## src/rtl/sdram_pingpong_sched_pkg.sv

```systemverilog
// Shared SDRAM burst/buffer defaults and address helpers for the ping-pong burst scheduler.
package sdram_pingpong_sched_pkg;

    localparam int SDRAM_BURST_LEN = 8;
    localparam int SDRAM_BUFF_SIZE = 512;

    // Buffer select bit -> two-bit bank code (buffer 0 = 2'b00, buffer 1 = 2'b10).
    function automatic logic [1:0] bank_code(input logic buf_sel);
        return {buf_sel, 1'b0};
    endfunction

endpackage

```

## src/rtl/sdram_buf_addr_gen.sv

```systemverilog
// Burst offset counter for one ping-pong buffer: steps by BURST_LEN, flags the last burst, holds a bank bit.
module sdram_buf_addr_gen
    import sdram_pingpong_sched_pkg::*;
#(
    parameter int OFF_W     = 20,
    parameter int BURST_LEN = SDRAM_BURST_LEN,
    parameter int BUFF_SIZE = SDRAM_BUFF_SIZE
) (
    input  logic             clk,
    input  logic             rst_n,
    input  logic             step,
    input  logic             bank_ld,
    input  logic             bank_d,
    output logic [OFF_W-1:0] off,
    output logic             bank,
    output logic             last
);

    localparam logic [OFF_W-1:0] LAST_OFF = OFF_W'(BUFF_SIZE - BURST_LEN);
    localparam logic [OFF_W-1:0] STEP     = OFF_W'(BURST_LEN);

    assign last = (off == LAST_OFF);

    always_ff @(posedge clk or negedge rst_n) begin
        if (!rst_n) begin
            off  <= '0;
            bank <= 1'b0;
        end else begin
            if (step) begin
                off <= last ? '0 : off + STEP;
            end
            if (bank_ld) begin
                bank <= bank_d;
            end
        end
    end

endmodule

```

## src/rtl/sdram_pingpong_sched.sv

```systemverilog
// Arbitrates burst writes and reads to the SDRAM controller over one or two alternating buffers.
module sdram_pingpong_sched
    import sdram_pingpong_sched_pkg::*;
#(
    parameter int ADDR_W    = 22,
    parameter int USEDW_W   = 11,
    parameter int BURST_LEN = SDRAM_BURST_LEN,
    parameter int BUFF_SIZE = SDRAM_BUFF_SIZE,
    parameter int RD_THRESH = 2 * BURST_LEN,
    parameter int PINGPONG  = 1
) (
    input  logic               clk,
    input  logic               rst_n,
    input  logic               ctrl_idle,
    input  logic               cmd_ack,
    input  logic [USEDW_W-1:0] w_fifo_rusedw,
    input  logic [USEDW_W-1:0] r_fifo_wusedw,
    output logic               sys_w_req,
    output logic               sys_r_req,
    output logic [ADDR_W-1:0]  sys_wr_addr,
    output logic               read_en,
    output logic               wr_buf_done,
    output logic               rd_buf_done
);

    localparam int OFF_W = ADDR_W - 2;
    localparam logic [USEDW_W-1:0] RD_TH = USEDW_W'(RD_THRESH);
    localparam logic [USEDW_W-1:0] BL_U  = USEDW_W'(BURST_LEN);

    generate
        if ((BUFF_SIZE % BURST_LEN) != 0 || longint'(BUFF_SIZE) > (longint'(1) << OFF_W)) begin : g_bad_cfg
            $error("sdram_pingpong_sched: BUFF_SIZE must be a multiple of BURST_LEN and fit the offset field");
        end
    endgenerate

    typedef enum logic [1:0] {IDLE, WR_REQ, RD_REQ} state_t;
    state_t state;

    logic [OFF_W-1:0] wr_off, rd_off;
    logic wr_bank, rd_bank, wr_last, rd_last;
    logic wr_step, rd_step, rd_first, rd_src, rd_cur_bank;
    logic rd_eligible, wr_eligible;

    assign wr_step = (state == WR_REQ) && sys_w_req && cmd_ack;
    assign rd_step = (state == RD_REQ) && sys_r_req && cmd_ack;

    // Reads follow the most recently completed write buffer, chosen only at the start of a pass.
    assign rd_src      = (PINGPONG != 0) ? ~wr_bank : 1'b0;
    assign rd_first    = (rd_off == '0);
    assign rd_cur_bank = (rd_first && read_en) ? rd_src : rd_bank;

    assign rd_eligible = read_en && (r_fifo_wusedw <= RD_TH);
    assign wr_eligible = (w_fifo_rusedw >= BL_U);

    assign sys_wr_addr = sys_w_req ? {bank_code(wr_bank), wr_off}
                                   : {bank_code(rd_cur_bank), rd_off};

    sdram_buf_addr_gen #(
        .OFF_W(OFF_W), .BURST_LEN(BURST_LEN), .BUFF_SIZE(BUFF_SIZE)
    ) u_wr_addr (
        .clk(clk), .rst_n(rst_n), .step(wr_step),
        .bank_ld(wr_step && wr_last && (PINGPONG != 0)), .bank_d(~wr_bank),
        .off(wr_off), .bank(wr_bank), .last(wr_last)
    );

    sdram_buf_addr_gen #(
        .OFF_W(OFF_W), .BURST_LEN(BURST_LEN), .BUFF_SIZE(BUFF_SIZE)
    ) u_rd_addr (
        .clk(clk), .rst_n(rst_n), .step(rd_step),
        .bank_ld(rd_step && rd_first), .bank_d(rd_cur_bank),
        .off(rd_off), .bank(rd_bank), .last(rd_last)
    );

    // Handshake: a request rises the cycle after entering its state and holds until
    // cmd_ack is sampled with it high; the ack edge drops it and returns to IDLE.
    always_ff @(posedge clk or negedge rst_n) begin
        if (!rst_n) begin
            state       <= IDLE;
            sys_w_req   <= 1'b0;
            sys_r_req   <= 1'b0;
            read_en     <= 1'b0;
            wr_buf_done <= 1'b0;
            rd_buf_done <= 1'b0;
        end else begin
            wr_buf_done <= 1'b0;
            rd_buf_done <= 1'b0;
            case (state)
                IDLE: begin
                    if (ctrl_idle) begin
                        if (rd_eligible) begin
                            state <= RD_REQ;
                        end else if (wr_eligible) begin
                            state <= WR_REQ;
                        end
                    end
                end
                WR_REQ: begin
                    if (wr_step) begin
                        sys_w_req <= 1'b0;
                        state     <= IDLE;
                        if (wr_last) begin
                            wr_buf_done <= 1'b1;
                            read_en     <= 1'b1;
                        end
                    end else begin
                        sys_w_req <= 1'b1;
                    end
                end
                RD_REQ: begin
                    if (rd_step) begin
                        sys_r_req <= 1'b0;
                        state     <= IDLE;
                        if (rd_last) begin
                            rd_buf_done <= 1'b1;
                        end
                    end else begin
                        sys_r_req <= 1'b1;
                    end
                end
                default: state <= IDLE;
            endcase
        end
    end

endmodule

```

## config.mk

```make
export PLATFORM = sky130hd
export DESIGN_NAME = sdram_pingpong_sched
export DESIGN_NICKNAME = d
export VERILOG_FILES = /design/src/rtl/sdram_pingpong_sched_pkg.sv /design/src/rtl/sdram_buf_addr_gen.sv /design/src/rtl/sdram_pingpong_sched.sv
export SDC_FILE = /design/constraint.sdc
export NUM_CORES = 1
export LEC_CHECK = 0
export CAP_MARGIN = 0
export CORE_ASPECT_RATIO = 0.7
export CORE_MARGIN = 3
export CORE_UTILIZATION = 45
export DETAILED_ROUTE_END_ITERATION = 10
export PLACE_DENSITY = 0.78
export SLEW_MARGIN = 30
export SYNTH_ARGS = -nofsm -noshare
export SYNTH_HDL_FRONTEND = slang
export SYNTH_SLANG_ARGS = --single-unit
```

## constraint.sdc

```tcl
create_clock -name clk -period 1.8 [get_ports clk]
set_input_delay 0.36 -clock clk [delete_from_list [all_inputs] [get_ports clk]]
set_output_delay 0.36 -clock clk [all_outputs]
set_load 0.02 [all_outputs]
```

==> summary by stage <==
Run status
The run finished, with violations left. The final reports fail on negative setup slack.

Logic synthesis
The portion of synthesized cell area occupied by the leading cell type is 0.4634. Counting flops and latches in the post-synthesis netlist gives 43. The commonest cells after synthesis are 43 x sky130_fd_sc_hd__dfrtp_1, 25 x sky130_fd_sc_hd__xnor2_1, 20 x sky130_fd_sc_hd__nand2_1.

The most common cell in the netlist is sky130_fd_sc_hd__dfrtp_1. For this run, asynchronously set or reset flops after synthesis account for 1.000. Ranked by total cell area, the synthesized netlist is headed by sky130_fd_sc_hd__dfrtp_1 46%, sky130_fd_sc_hd__xnor2_1 9.4%, sky130_fd_sc_hd__mux2_2 8.7%.

The number of cells produced by synthesis is 218. The number of different library cells in the post-synthesis netlist is 41. The most used flip-flop cell after synthesis is sky130_fd_sc_hd__dfrtp_1. The number of flops mapped to enable cells by yosys is 0.

The biggest area contributor in the post-synthesis netlist is sky130_fd_sc_hd__dfrtp_1. During synthesis, Yosys emitted a total of 0 warnings. The synthesized cell area is 0.002322 mm². The average instance area after synthesis is 10.65 µm². The share of the Yosys chip area taken by registers is 0.4634.

Die
In this run the vertical extent of the chip is 66.11 µm. The floorplan step defined a core boundary enclosing 0.004887 mm². The I/O pin count is 53.

The overall die area is 0.006072 mm². The horizontal extent of the die is 91.86 µm. The floorplan has 21 rows. The initial utilization of the core area, before any placement, comes to 0.4752.

Clock tree
TritonCTS built the clock tree. The clock tree root driver cell is sky130_fd_sc_hd__clkbuf_8. The H-tree level count is 2. Counting along the longest clock path gives a buffer depth of 2.

The count of hold buffers inserted by post-cts repair is 0. The number of clock buffers inserted by TritonCTS is 5. The clock-pin slew on the worst setup and hold paths is 0.08 ns. Clock tree synthesis found a total of 43 sinks. The clock latency at the later pin of the worst-skew pair is 0.30 ns.

Global routing
The total overflow left after global routing is 0. The number of global-route vias before repair is 1981. Across every metal layer, demand over resource in global routing totals 0.2165. The initial antenna violation count is 0.

met2 is the most crowded layer. Entering global routing, the biggest net connects 24 pins. The global-route track usage on met2 is 0.3300. For this run, global-route usage on met1 was measured as 0.3194.

The first-pass GRT wire length is 10.07 mm. The met3 track utilization from global routing is 0.04437.

Cells and area
The count of nets after finishing is 344. The layout filler cell count is 357. The repair_antennas step left the layout with diodes totalling 0.

In the final layout, the share of cells above drive strength 1 is 0.3817. The post-route cell area is 0.003453 mm². Relative to the synthesized area, the layout overhead comes to 48.71%.

Route
The total number of vias is 2044. After detailed routing, the number of remaining DRC violations is 0. The average vias per placed instance is 5.295. In this run the remaining antenna-violating nets after routing total 0. The pre-antenna-repair detailed-routing pass consisted of 4 iterations. Wires add up to 6.646 mm. The detailed router finished its first iteration with 114 violations. The detail-routed net length per standard cell is 17.22 µm.

STA
Of the available clock period, the critical path in the final layout requires 1.294. The post-route clock skew is 0.008391 ns. Derived from the worst setup path, the maximum achievable clock frequency is 429.4 MHz. Setup repair after global routing could not meet its margin everywhere. The post-layout worst setup margin is -0.5291 ns.

The final critical path time including I/O delays and setup is 2.329 ns. The number of hold violations in the final report is 0. The max-slew violation count is 0. Setup violations remaining at the end of the flow were counted as 12.

Critical path
The end of the worst register-to-register path is u_wr_addr.off[19]. In this run the critical register-to-register path is launched from sys_w_req. The worst register-to-register path has a setup slack of -0.04 ns. The worst setup path startpoint is u_rd_addr.off[6]. Following the worst setup path forward leads to its endpoint at sys_wr_addr[21]. The required time of the critical path is 1.44 ns.

The kind of critical path is flip-flop to output pin. The worst register-to-register path has a depth of 10. The type of origin of the critical path is a flip-flop. At the worst endpoint, the arrival time is 1.97 ns.

The highest net fanout along the worst path is 2. The worst setup path is captured at an output pin.

Power and ir drop
The static leakage is 1.633 nW. The peak ir drop on the vdd network is 0.5972 mV. The power density over the cells is 911.9 mW/mm². The power share of the clock group is 0.189. Total power for the finished layout comes to 3.149 mW. Of the total power, the share spent switching nets is 0.3342. The share of total power dissipated in sequential elements is 0.363. The internal power of the cells is 2.097 mW.

For this design the total switching power over the nets is 1.053 mW. The share of power burned in combinational logic is 0.448.

Place
The pre-CTS setup slack is -0.6216 ns. The number of I/O port buffers is 45. After detailed placement, the total cell area comes to 0.003146 mm². Summed over all nets, the half-perimeter wirelength after detailed placement is 4.686 mm. At the end of routability-driven placement, the weighted congestion stood at 0.9241.

Flow run
The tool flagged a number of max-cap violations equal to 0.

Hold path
The worst hold path class is input pin to async pin.
layout make-up:
type	instances	area, µm²	area share
clock inverters	1	5.005	0.001449
inverters	4	15.01	0.004348
well taps	69	86.33	0.02500
multi-input cells	164	1314	0.3804
flip-flops and latches	43	1077	0.3120
clock buffers	7	76.32	0.02210
repair buffers	98	879.6	0.2547
worst min path at each step:
stage	start	end	slack [ns]	cells after the start
after global placement	rst_n	u_wr_addr.off[5]	0.35	1
after floorplan	rst_n	rd_buf_done	0.06	0
after CTS	rst_n	u_wr_addr.off[6]	0.03	1
final	rst_n	u_wr_addr.off[3]	0.01	1
after detailed placement	rst_n	u_wr_addr.off[6]	0.35	1
after global routing	rst_n	wr_buf_done	0.05	1
power by group through the flow:
stage	logic [mW]	registers (mW)	clock network, mW
after global routing	1.49	1.15	0.645
after CTS	1.29	1.14	0.600
final	1.41	1.14	0.595
after detailed placement	1.04	1.16	0
after floorplan	0.579	1.14	0
after global placement	1.02	1.15	0
kinds of logic after synthesis:
logic type,share of synthesized area
other,0.001615
AOI/OAI and AO/OA,0.03179
adders and majority gates,0.01077
DFF,0.4634
muxes,0.09590
xor gates and xnor gates,0.1207
and+or+nand+nor,0.2446
buffers and inverters,0.03125
layer usage:
metal | wire, µm | up-vias
met5 | 0 | -
met4 | 79 | 0
met1 | 3009 | 1014
li1 | - | 963
met2 | 3155 | 56
met3 | 402 | 11
flip-flops by register name (all words and copies together), names as in the netlist:
signal,flops
u_wr_addr.bank,1
state,2
u_rd_addr.off,17
sys_w_req,1
read_en,1
u_wr_addr.off,17
wr_buf_done,1
rd_buf_done,1
u_rd_addr.bank,1
sys_r_req,1
what timing repair did:
item / 4_1_cts / 5_1_grt
pin swaps: 7 / 5
gates resized for setup: 104 / 26
buffers inserted: 8 / 5
endpoints found under the setup margin: 26 / 34
gates cloned: 1 / 1
critical path, cell delays in order (launching register included):
cell                       delay, ns
sky130_fd_sc_hd__dfrtp_1        0.38
sky130_fd_sc_hd__or4b_4         0.56
sky130_fd_sc_hd__nor4_4         0.17
sky130_fd_sc_hd__buf_4          0.16
sky130_fd_sc_hd__a211o_1        0.16
sky130_fd_sc_hd__o311ai_4       0.10
sky130_fd_sc_hd__buf_6          0.14
stage by stage:
stage	setup TNS, ns	hold slack, ns	util	cells
final	-1.167	0.01455	0.7066	386
after global routing	-2.370	0.04843	0.7066	386
after CTS	-1.748	0.02996	0.6823	383
after detailed placement	-6.973	0.3549	0.6436	366
after global placement	-6.727	0.3512	0.6436	366
after floorplan	-0.1661	0.06441	-	221
placed cells by master, fill, tap and decap left out, drive strengths merged, types with 2 or more instances in the layout:
cell type	count
dfrtp	43
nand4b	2
and4	3
buf	72
and3	5
nand4	8
nor4	10
and2	2
clkbuf	8
mux2i	2
clkdlybuf4s50	25
or2	2
inv	4
ha	2
nand2	21
nand3	13
xnor2	25
nor2	18
conb	4
xor2	7
nor3	6
and4b	2
a21oi	3
mux2	18
(Power assumes the default switching activity.)
